**src/rtl/simon_pkg.sv**
```systemverilog
// Shared types and helpers for the Simon game datapath.
// Used by the button front-end, the game FSM and the LED driver.
package simon_pkg;

  localparam int NUM_BTN   = 4;
  localparam int BTN_IDX_W = 2;

  typedef enum logic {
    IDLE = 1'b0,
    HELD = 1'b1
  } btn_state_t;

  // Maps a one-hot button vector to its index; non-one-hot inputs give 0.
  function automatic logic [BTN_IDX_W-1:0] onehot_to_idx(input logic [NUM_BTN-1:0] onehot);
    logic [BTN_IDX_W-1:0] idx;
    case (onehot)
      4'b0001: idx = 2'd0;
      4'b0010: idx = 2'd1;
      4'b0100: idx = 2'd2;
      4'b1000: idx = 2'd3;
      default: idx = 2'd0;
    endcase
    return idx;
  endfunction

  // True when two or more bits of the vector are set.
  function automatic logic is_multi(input logic [NUM_BTN-1:0] vec);
    return (vec & (vec - {{(NUM_BTN-1){1'b0}}, 1'b1})) != {NUM_BTN{1'b0}};
  endfunction

endpackage

```
**src/rtl/debounce_bit.sv**
```systemverilog
// Two-flop synchroniser plus stable-count debouncer for one raw button bit.
// The debounced level only changes after DEBOUNCE_CYCLES consecutive mismatched cycles.
module debounce_bit #(
  parameter int DEBOUNCE_CYCLES = 1_000_000,
  parameter int CNT_W           = $clog2(DEBOUNCE_CYCLES + 1)
) (
  input  logic clk,
  input  logic reset,
  input  logic btn,
  output logic deb
);

  localparam logic [CNT_W-1:0] CNT_LAST = CNT_W'(DEBOUNCE_CYCLES - 1);

  logic             sync1_r;
  logic             sync2_r;
  logic             deb_r;
  logic [CNT_W-1:0] cnt_r;

  // Synchroniser chain and mismatch counter; the counter restarts on any agreeing cycle.
  always_ff @(posedge clk) begin
    if (reset) begin
      sync1_r <= 1'b0;
      sync2_r <= 1'b0;
      deb_r   <= 1'b0;
      cnt_r   <= {CNT_W{1'b0}};
    end else begin
      sync1_r <= btn;
      sync2_r <= sync1_r;
      if (sync2_r == deb_r) begin
        cnt_r <= {CNT_W{1'b0}};
      end else if (cnt_r == CNT_LAST) begin
        deb_r <= ~deb_r;
        cnt_r <= {CNT_W{1'b0}};
      end else begin
        cnt_r <= cnt_r + CNT_W'(1);
      end
    end
  end

  assign deb = deb_r;

endmodule

```
**src/rtl/btn_input.sv**
```systemverilog
// Simon button front-end: debounces four buttons and emits one press event per
// physical press, or a multi_err pulse when several buttons debounce together.
module btn_input
  import simon_pkg::*;
#(
  parameter int DEBOUNCE_CYCLES = 1_000_000,
  parameter int CNT_W           = $clog2(DEBOUNCE_CYCLES + 1)
) (
  input  logic                 clk,
  input  logic                 reset,
  input  logic [NUM_BTN-1:0]   btn,
  input  logic                 accept_en,
  output logic                 press_valid,
  output logic [BTN_IDX_W-1:0] press_val,
  output logic                 multi_err,
  output logic [NUM_BTN-1:0]   btn_level
);

  logic [NUM_BTN-1:0]   deb_s;
  btn_state_t           state_r;
  btn_state_t           state_nxt_s;
  logic                 press_valid_r;
  logic                 press_valid_nxt_s;
  logic [BTN_IDX_W-1:0] press_val_r;
  logic [BTN_IDX_W-1:0] press_val_nxt_s;
  logic                 multi_err_r;
  logic                 multi_err_nxt_s;
  logic [NUM_BTN-1:0]   btn_level_r;

  for (genvar i = 0; i < NUM_BTN; i++) begin : g_deb
    debounce_bit #(
      .DEBOUNCE_CYCLES(DEBOUNCE_CYCLES),
      .CNT_W          (CNT_W)
    ) u_debounce_bit (
      .clk  (clk),
      .reset(reset),
      .btn  (btn[i]),
      .deb  (deb_s[i])
    );
  end

  // Press FSM: only the first debounced activity after an all-released state counts.
  always_comb begin
    state_nxt_s       = state_r;
    press_valid_nxt_s = 1'b0;
    press_val_nxt_s   = press_val_r;
    multi_err_nxt_s   = 1'b0;
    case (state_r)
      IDLE: begin
        if (deb_s == {NUM_BTN{1'b0}}) begin
          state_nxt_s = IDLE;
        end else begin
          state_nxt_s = HELD;
          if (is_multi(deb_s)) begin
            multi_err_nxt_s = 1'b1;
          end else if (accept_en) begin
            press_valid_nxt_s = 1'b1;
            press_val_nxt_s   = onehot_to_idx(deb_s);
          end else begin
            press_valid_nxt_s = 1'b0;
          end
        end
      end
      HELD: begin
        if (deb_s == {NUM_BTN{1'b0}}) begin
          state_nxt_s = IDLE;
        end else begin
          state_nxt_s = HELD;
        end
      end
      default: begin
        state_nxt_s = IDLE;
      end
    endcase
  end

  // State and registered outputs; btn_level shares the output stage so it lines up with events.
  always_ff @(posedge clk) begin
    if (reset) begin
      state_r       <= IDLE;
      press_valid_r <= 1'b0;
      press_val_r   <= {BTN_IDX_W{1'b0}};
      multi_err_r   <= 1'b0;
      btn_level_r   <= {NUM_BTN{1'b0}};
    end else begin
      state_r       <= state_nxt_s;
      press_valid_r <= press_valid_nxt_s;
      press_val_r   <= press_val_nxt_s;
      multi_err_r   <= multi_err_nxt_s;
      btn_level_r   <= deb_s;
    end
  end

  assign press_valid = press_valid_r;
  assign press_val   = press_val_r;
  assign multi_err   = multi_err_r;
  assign btn_level   = btn_level_r;

endmodule

```
**config.mk**
```make
export PLATFORM = sky130hd
export DESIGN_NAME = btn_input
export DESIGN_NICKNAME = d
export VERILOG_FILES = /design/src/rtl/simon_pkg.sv /design/src/rtl/debounce_bit.sv /design/src/rtl/btn_input.sv
export SDC_FILE = /design/constraint.sdc
export NUM_CORES = 1
export LEC_CHECK = 0
export CAP_MARGIN = 10
export CELL_PAD_IN_SITES_DETAIL_PLACEMENT = 1
export CELL_PAD_IN_SITES_GLOBAL_PLACEMENT = 2
export CORE_ASPECT_RATIO = 1.2
export CORE_MARGIN = 1
export CORE_UTILIZATION = 35
export CTS_CLUSTER_SIZE = 10
export DETAILED_ROUTE_END_ITERATION = 10
export PLACE_DENSITY = 0.81
export SETUP_SLACK_MARGIN = 0.1
export SLEW_MARGIN = 20
export SYNTH_ARGS = -nofsm -noshare
export SYNTH_HDL_FRONTEND = slang
export SYNTH_SLANG_ARGS = --single-unit
```
**constraint.sdc**
```tcl
create_clock -name clk -period 4.98 [get_ports clk]
set_input_delay 1.245 -clock clk [delete_from_list [all_inputs] [get_ports clk]]
set_output_delay 1.245 -clock clk [all_outputs]
set_load 0.005 [all_outputs]
```
==> summary.md, run 1 <==
| Metric | Value |
|---|---|
| Hold crit path type | `register to register` |
| Post-Synth XOR/XNOR Area | `10.70%` |
| Least-Margin Pin Slew | `511.0 ps` |
| Compound-gate portion of the synthesized area | `8.463%` |
| Horiz. Die Dim | `104.6 um` |
| RSZ-0062 raised after global routing | `no` |
| Fmax | `396.6 MHz` |
| Ys flop type | `dfxtp_1` |
| Filler instances | `1467` |
| Main combinational cell family by area after synthesis | `simple AND/OR/NAND/NOR gates` |
| Fraction of layout instances using a drive strength above 1 | `4.744%` |
| Filler-free cell count of the finished design | `688` |
| Vias per cell | `5.206` |
| Distinct cells, synth | `43` |
| Synth Area in Adders | `1.359%` |
| CTS resizes | `0` |
| Clk Latency, worst-skew pair | `350 ps` |
| HPWL Detailed | `6817 um` |
| Vias | `3582` |
| Post-synthesis sequential area ratio | `45.74%` |
| Total Power | `0.001538 W` |
| Layout area overhead | `13.56%` |
| DRT antenna net count | `0` |
| DRT iter0 DRCs | `103` |
| Die area | `0.01309 mm^2` |
| Multi-input gate area | `0.002258 mm^2` |
| Pin count of the biggest net entering global routing | `30` |
| CP cell instances | `clkdlybuf4s50_1` |
| Yosys warnings | `0` |
| Ports | `15` |
| Worst EP required | `3730 ps` |
| Mean Syn Cell Area | `8.685 um^2` |
| Clk sink count | `101` |
| DRC | `0` |
| Final setup skew | `5.670 ps` |
| DR pass1 iterations | `3` |
| Synth Net Count | `520` |
| Initial antenna violation count | `0` |
| First-pass GRT wire length | `17460 um` |
| Dpl cells | `672` |
| Cell row count | `44` |
| Worst ir drop on vdd | `0.1279 mV` |
| Register area | `0.002022 mm^2` |
| Maxcap violations | `0` |
| Slew Viols, Final | `0` |
| Final net count | `533` |
| Inserted Diodes | `0` |
| I/O Buffers | `14` |
| Initial Util | `36.17%` |
| Arrival time worst endpoint | `1280 ps` |
| Setup TNS Final | `0 ps` |
| EDFF count, synth | `0` |
| Asr flop ratio synth | `0%` |
| Routed len/inst | `14.15 um` |
| Simple-gate share of the synthesized area | `30.57%` |
| Largest stage delay on the critical path | `540 ps` |
| Vias in the first global route | `3708` |
| Post-Synthesis Cells | `509` |
| Power per cell area | `306.4 mW/mm^2` |
| Setup violations, final | `0` |
| Final GP Congestion | `0.7708` |
| Setup crit start kind | `register` |
| Root Buffer | `clkbuf_16` |
| Cell Area, Synth | `0.004420 mm^2` |
| Tcrit/Tclk final | `50.64%` |
| CORE AREA | `0.01222 mm^2` |
| Wirelength, routed | `9736 um` |
| Slowest-stage cell, CP | `clkdlybuf4s50_1` |
| Worst-path clk slew | `70 ps` |
| Total grt overflow | `0` |
| # H-tree levels | `3` |
| Tmin final | `2522 ps` |
| Post-synthesis mux area share | `0%` |
| CP Capture Type | `primary output` |
| Maximum net fanout on the critical path | `4` |
| Final Hold Fails | `0` |
| Total track usage | `16.30%` |
| Delay-heaviest family, CP | `buffers and inverters` |
| Worst Path Buf+Inv | `1` |
| P_leak | `1.427 nW` |
| Post-CTS setup buffers | `0` |
| Yosys reg bits | `101` |
| Die Y | `125.1 um` |
| Outcome | `finished, final reports clean` |
| CTS Hold Buffers Added | `0` |
| Cts bufs inserted | `9` |
| CTS tree | `done` |
| Kind of critical path | `register to primary output` |
| Max clock buf depth | `2` |
| Slew margin rel. | `65.45%` |
cells by family (layout without fill, tap and decap cells):
| family | Yosys count | count (layout) |
|---|---|---|
| flops | 101 | 101 |
| buf+inv | 35 | 53 |
| compound gates | 66 | 66 |
| simple gates | 248 | 248 |
| fa+ha+maj | 5 | 5 |
| xor+xnor | 54 | 54 |
placed cells by master, fill, tap and decap left out, types with 5 or more instances in the layout:
cell / count
a21oi_1: 29
and3_1: 9
buf_4: 5
clkbuf_16: 9
clkdlybuf4s50_1: 14
dfxtp_1: 101
inv_1: 18
nand2_1: 25
nand3_1: 35
nand4_1: 14
nor2_1: 63
nor2b_1: 12
nor3_1: 13
nor4_1: 21
o21ai_0: 17
o31ai_1: 10
or3_1: 17
or4_1: 11
xnor2_1: 37
xor2_1: 17
cell usage after synthesis, types with 12 or more instances:
library cell  number  area (um^2)
nand3_1           35        175.2
nor3_1            13        65.06
nand4_1           14        87.58
inv_1             18        67.56
xnor2_1           37        324.1
xor2_1            17        148.9
nand2_1           25        93.84
nor2_1            63        236.5
dfxtp_1          101         2022
nor4_1            21        131.4
a21oi_1           29        145.1
or3_1             17        106.4
o21ai_0           17        85.08
nor2b_1           12        75.07
layout make-up:
type,count,share of cell area [%]
Clock buffer,11,4.836
Clock inverter,5,0.9970
Inverter,18,1.346
Multi-Input combinational cell,373,44.99
Sequential cell,101,40.28
Tap cell,161,4.013
Timing Repair Buffer,19,3.539
flip-flops by register name (all words and copies together) (netlist names):
name / count
multi_err: 1
press_val: 2
g_deb.u_debounce_bit.sync1_r: 4
g_deb.u_debounce_bit.cnt_r: 80
btn_level: 4
g_deb.u_debounce_bit.deb: 4
state_r: 1
press_valid: 1
g_deb.u_debounce_bit.sync2_r: 4
worst reg2reg max path: stages, from the launching register on:
cell	delay, ps
dfxtp_1	460
nand4_1	150
or4_1	690
or4b_1	540
a21oi_1	150
where the power goes:
part	internal (W)	switching [W]	total, W
Clock	0.000400	0.000302	0.000702
Sequential	0.000811	0.00000247	0.000814
Combinational	0.00000960	0.0000125	0.0000221
Total	0.00122	0.000317	0.00154
per-layer routing:
| layer | GRT usage [%] | up-vias | part of all wire (%) |
|---|---|---|---|
| li1 | - | 1845 | - |
| met1 | 19.96 | 1709 | 48 |
| met2 | 27.81 | 18 | 49 |
| met3 | 2.972 | 10 | 1.9 |
| met4 | 7.208 | 0 | 1.8 |
| met5 | 0 | - | 0 |
worst paths after layout:
| kind | slack, ps | cells past startpoint | endpoint | start |
|---|---|---|---|---|
| worst min register to register | 410 | 1 | multi_err | state_r |
| worst min-delay path | 410 | 1 | multi_err | state_r |
| worst max register to register | 2930 | 4 | g_deb[2].u_debounce_bit.cnt_r[17] | g_deb[2].u_debounce_bit.cnt_r[8] |
| worst max-delay path | 2460 | 1 | press_val[1] | press_val[1] |
per-stage QoR:
stage / instance area, um^2 / hold WS (ps) / setup WS, ps / util (%)
after floorplan: 4420 / 389.8 / 2637 / -
after global placement: 4727 / 403.7 / 2121 / 38.68
after detailed placement: 4727 / 404.0 / 2079 / 38.68
after CTS: 5020 / 414.0 / 2447 / 41.07
after global routing: 5020 / 434.8 / 2269 / 41.07
final: 5020 / 408.3 / 2458 / 41.07
(Power assumes the default switching activity.)
==> run 2: changes to the inputs <==
==> constraint.sdc (replaced) <==
create_clock -name clk -period 2.5 [get_ports clk]
set_input_delay 0.625 -clock clk [delete_from_list [all_inputs] [get_ports clk]]
set_output_delay 0.625 -clock clk [all_outputs]
set_load 0.005 [all_outputs]
==> summary.md, run 2 (synthesized netlist as in run 1, its figures left out) <==
| Metric | Value |
|---|---|
| Core Util, Final | `41.41%` |
| Final Hold Fails | `0` |
| Most flop-heavy register | `g_deb.u_debounce_bit.cnt_r` |
| Clk sink count | `101` |
| Initial Util | `36.17%` |
| Cts bufs inserted | `9` |
| DR pass1 iterations | `4` |
| Worst ir drop on vdd | `0.4052 mV` |
| DRT iter0 DRCs | `108` |
| RSZ-0062 raised after global routing | `no` |
| Max clock buf depth | `2` |
| CP Capture Type | `register` |
| Kind of critical path | `register to register` |
| Cell row count | `44` |
| P_leak | `1.435 nW` |
| Die Y | `125.1 um` |
| Routed len/inst | `14.39 um` |
| Cell Area, Placed | `0.004735 mm^2` |
| Tmin final | `2037 ps` |
| Tcrit/Tclk final | `81.49%` |
| Worst Path Buf+Inv | `0` |
| Total track usage | `16.06%` |
| Layout area overhead | `14.49%` |
| Arrival time worst endpoint | `2310 ps` |
| Hold Path Stages | `1` |
| Final net count | `534` |
| Slew margin rel. | `61.37%` |
| Fmax | `490.9 MHz` |
| Maximum net fanout on the critical path | `8` |
| I/O Buffers | `14` |
| Wirelength, routed | `9916 um` |
| Final setup skew | `6.612 ps` |
| Setup violations, final | `0` |
| Total grt overflow | `0` |
| Fraction of layout instances using a drive strength above 1 | `4.924%` |
| Delay-heaviest family, CP | `simple AND/OR/NAND/NOR gates` |
| # H-tree levels | `3` |
| Initial antenna violation count | `0` |
| Root Buffer | `clkbuf_16` |
| DRC | `0` |
| Multi-input gate area | `0.002258 mm^2` |
| Worst-path clk slew | `70 ps` |
| Vias per cell | `5.254` |
| Register area | `0.002022 mm^2` |
| Slew Viols, Final | `0` |
| Setup crit start kind | `register` |
| Stages on the worst setup path | `4` |
| Maxcap violations | `0` |
| First-pass GRT wire length | `17310 um` |
| Final GP Congestion | `0.7237` |
| Horiz. Die Dim | `104.6 um` |
| Least-Margin Pin Slew | `571.3 ps` |
| Ports | `15` |
| Filler instances | `1459` |
| Most common cell after layout, fill and taps aside | `dfxtp_1` |
| Die area | `0.01309 mm^2` |
| CORE AREA | `0.01222 mm^2` |
| CTS resizes | `0` |
| Slowest-stage cell, CP | `or4_1` |
| DRT antenna net count | `0` |
| CTS tree | `done` |
| R2R cell count | `4` |
| CP cell instances | `nand4_1 > or4_1 > or4b_1 > a21oi_1` |
| Vias | `3620` |
| Most frequent cells in the layout | `101 x dfxtp_1, 63 x nor2_1, 37 x xnor2_1` |
| Pin count of the biggest net entering global routing | `20` |
| Inserted Diodes | `0` |
| Post-CTS setup buffers | `0` |
| Worst EP required | `2780 ps` |
| Outcome | `finished, final reports clean` |
| CTS Hold Buffers Added | `0` |
| HPWL Detailed | `7043 um` |
| Hold crit path type | `register to register` |
| Max FFs per register | `80` |
| Setup TNS Final | `0 ps` |
| Final instance area | `0.005061 mm^2` |
| Power per cell area | `629.1 mW/mm^2` |
| Largest stage delay on the critical path | `680 ps` |
| Vias in the first global route | `3735` |
| Clk Latency, worst-skew pair | `340 ps` |
| Total Power | `0.003184 W` |
## run 2: final cells by class
class / count / share of cell area (%)
repair buffers: 20 / 3.659
inverters: 18 / 1.335
clock buffers: 11 / 4.796
multi-input cells: 373 / 44.62
flip-flops and latches: 101 / 39.95
well taps: 161 / 3.980
clock inverters: 5 / 1.656
## run 2: metal layers
metal	global-route usage [%]	wire length (um)	vias up
met5	0	0	-
met4	4.474	116	0
met3	3.441	175	9
met2	28.13	4810	23
met1	19.79	4813	1753
li1	-	-	1835
## run 2: worst paths after layout
kind                                    start                           endpoint  slack, ps
max          g_deb[2].u_debounce_bit.cnt_r[8]  g_deb[2].u_debounce_bit.cnt_r[17]        460
min reg2reg                           state_r                          multi_err        420
min                                   state_r                          multi_err        420
max reg2reg  g_deb[2].u_debounce_bit.cnt_r[8]  g_deb[2].u_debounce_bit.cnt_r[17]        460
## run 2: worst register-to-register path, delay by kind of cell (launching register included)
kind	cells	cell delay [ps]
compound gates	1	160
flops	1	440
simple gates	3	1370
## run 2: per-stage QoR
stage	std cells	setup slack (ps)	hold slack, ps
after floorplan	509	644.5	389.8
after global placement	673	491.2	407.5
after detailed placement	673	406.2	417.7
after CTS	689	443.2	423.2
after global routing	689	350.6	457.0
final	689	462.8	415.6
## run 2: power breakdown
part           internal, W  switching, W   total, W
clock             0.000907      0.000611    0.00152
combinational    0.0000200     0.0000249  0.0000449
sequential         0.00162    0.00000523    0.00162
==> run 3: changes to the inputs <==
--- a/config.mk
+++ b/config.mk
@@ -10,10 +10,10 @@
 export CELL_PAD_IN_SITES_GLOBAL_PLACEMENT = 2
 export CORE_ASPECT_RATIO = 1.2
 export CORE_MARGIN = 1
-export CORE_UTILIZATION = 35
+export CORE_UTILIZATION = 34
 export CTS_CLUSTER_SIZE = 10
 export DETAILED_ROUTE_END_ITERATION = 10
-export PLACE_DENSITY = 0.81
+export PLACE_DENSITY = 0.82
 export SETUP_SLACK_MARGIN = 0.1
 export SLEW_MARGIN = 20
 export SYNTH_ARGS = -nofsm -noshare
==> constraint.sdc (replaced) <==
create_clock -name clk -period 1.8 [get_ports clk]
set_input_delay 0.45 -clock clk [delete_from_list [all_inputs] [get_ports clk]]
set_output_delay 0.45 -clock clk [all_outputs]
set_load 0.005 [all_outputs]
==> summary.md, run 3 (synthesized netlist as in run 1, its figures left out) <==
| Metric | Value |
|---|---|
| RSZ-0062 raised after global routing | `yes` |
| Power per cell area | `756.4 mW/mm^2` |
| Slew Viols, Final | `0` |
| Clk Latency, worst-skew pair | `340 ps` |
| Final setup skew | `8.271 ps` |
| Total grt overflow | `0` |
| Cell Area, Placed | `0.005111 mm^2` |
| DRT iter0 DRCs | `94` |
| Wirelength, routed | `10910 um` |
| HPWL Detailed | `7621 um` |
| Setup violations, final | `0` |
| Tcrit/Tclk final | `93.49%` |
| DR pass1 iterations | `4` |
| Ports | `15` |
| CTS tree | `done` |
| Tmin final | `1683 ps` |
| Initial Util | `34.89%` |
| Worst EP required | `2090 ps` |
| Fraction of layout instances using a drive strength above 1 | `24.27%` |
| Routed len/inst | `14.64 um` |
| Slew margin rel. | `66.15%` |
| # H-tree levels | `3` |
| Final Hold Fails | `0` |
| Cell row count | `45` |
| Core Util, Final | `45.04%` |
| Outcome | `finished, final reports clean` |
| Vias per cell | `5.197` |
| Die area | `0.01346 mm^2` |
| DRT antenna net count | `0` |
| Worst hold slack | `434.2 ps` |
| Arrival time worst endpoint | `1970 ps` |
| R2R cell count | `5` |
| P_leak | `1.754 nW` |
| Total track usage | `16.94%` |
| Final GP Congestion | `0.8170` |
| Setup crit start kind | `register` |
| Pin count of the biggest net entering global routing | `20` |
| Maximum net fanout on the critical path | `4` |
| Kind of critical path | `register to register` |
| CP Capture Type | `register` |
| Filler-free cell count of the finished design | `745` |
| Max clock buf depth | `2` |
| Worst ir drop on vdd | `0.3880 mV` |
| Fmax | `594.3 MHz` |
| Horiz. Die Dim | `106.1 um` |
| CORE AREA | `0.01267 mm^2` |
| Most frequent cells in the layout | `69 x dfxtp_1, 63 x nor2_1, 54 x buf_4` |
| Maxcap violations | `0` |
| First-pass GRT wire length | `18430 um` |
| Clk sink count | `101` |
| I/O Buffers | `14` |
| Worst-path clk slew | `70 ps` |
| Inserted Diodes | `0` |
| Initial antenna violation count | `0` |
| Least-Margin Pin Slew | `503.1 ps` |
| Vias | `3872` |
| Hold crit path type | `register to register` |
| Filler instances | `1452` |
| Final instance area | `0.005705 mm^2` |
| Cts bufs inserted | `9` |
| Layout area overhead | `29.07%` |
| Dpl cells | `717` |
| Root Buffer | `clkbuf_16` |
| Most flop-heavy register | `g_deb.u_debounce_bit.cnt_r` |
| Max FFs per register | `80` |
| Vias in the first global route | `4087` |
| Hold Path Stages | `1` |
| FF-to-FF setup slack | `120 ps` |
| Final net count | `587` |
| Die Y | `126.9 um` |
| Most common cell after layout, fill and taps aside | `dfxtp_1` |
| DRC | `0` |
run 3: changes by cell type in the layout (fill, tap and decap cells not counted), sizes merged:
| cell | delta |
|---|---|
| buf | +53 |
| clkinvlp | -2 |
| clkbuf | +2 |
| dlygate4sd2 | +1 |
| clkdlybuf4s50 | -1 |
| clkinv | +1 |
| bufinv | -1 |
run 3: through the flow:
stage                     setup WS (ps)  power, W  TNS [ps]
after detailed placement         -66.39  0.002378    -795.0
after CTS                         103.0  0.004372         0
after floorplan                   55.13  0.002338         0
final                             117.2  0.004316         0
after global routing              19.86  0.004466         0
after global placement            21.25  0.002376         0
run 3: what timing repair did:
action / CTS / global route
resized for setup: 25 / 39
setup endpoints to repair: 44 / 60
hold buffers: 0 / 0
buffers inserted: 1 / 11
pin swaps: 5 / 13
run 3: per-layer routing:
| metal | part of all wire, % | wire (um) | up-vias | global-route usage (%) |
|---|---|---|---|---|
| li1 | - | - | 1943 | - |
| met1 | 44 | 4771 | 1896 | 19.00 |
| met2 | 53 | 5787 | 22 | 31.76 |
| met3 | 1.6 | 176 | 11 | 2.158 |
| met4 | 1.6 | 173 | 0 | 7.353 |
| met5 | 0 | 0 | - | 0 |
run 3: cell type report:
| class | instances | area (um^2) | share of cell area [%] |
|---|---|---|---|
| sequential | 101 | 2074 | 36.36 |
| inverter | 18 | 67.56 | 1.184 |
| timing repair buffer | 73 | 626.9 | 10.99 |
| tap | 164 | 205.2 | 3.596 |
| clock buffer | 13 | 260.3 | 4.561 |
| multi-input combinational | 373 | 2427 | 42.54 |
| clock inverter | 3 | 43.79 | 0.7675 |
run 3: path summary, 6_finish.rpt:
path / start / to
setup / recovery: g_deb[3].u_debounce_bit.cnt_r[1] / g_deb[3].u_debounce_bit.cnt_r[18]
hold / removal: state_r / multi_err
hold reg to reg: state_r / multi_err
setup reg to reg: g_deb[3].u_debounce_bit.cnt_r[1] / g_deb[3].u_debounce_bit.cnt_r[18]
run 3: critical path: stages, from the launching register on:
cell and delay (ps):
dfxtp_2 360, ha_4 150, nand3_2 90, or3_4 420, or4_4 490, a21oi_2 130
run 3: report_power, final:
part	leakage, nW	internal [W]	switching (W)
logic	0.771	0.0000404	0.0000418
registers	0.833	0.00224	0.00000577
clock network	0.150	0.00116	0.000835
total	1.75	0.00343	0.000882
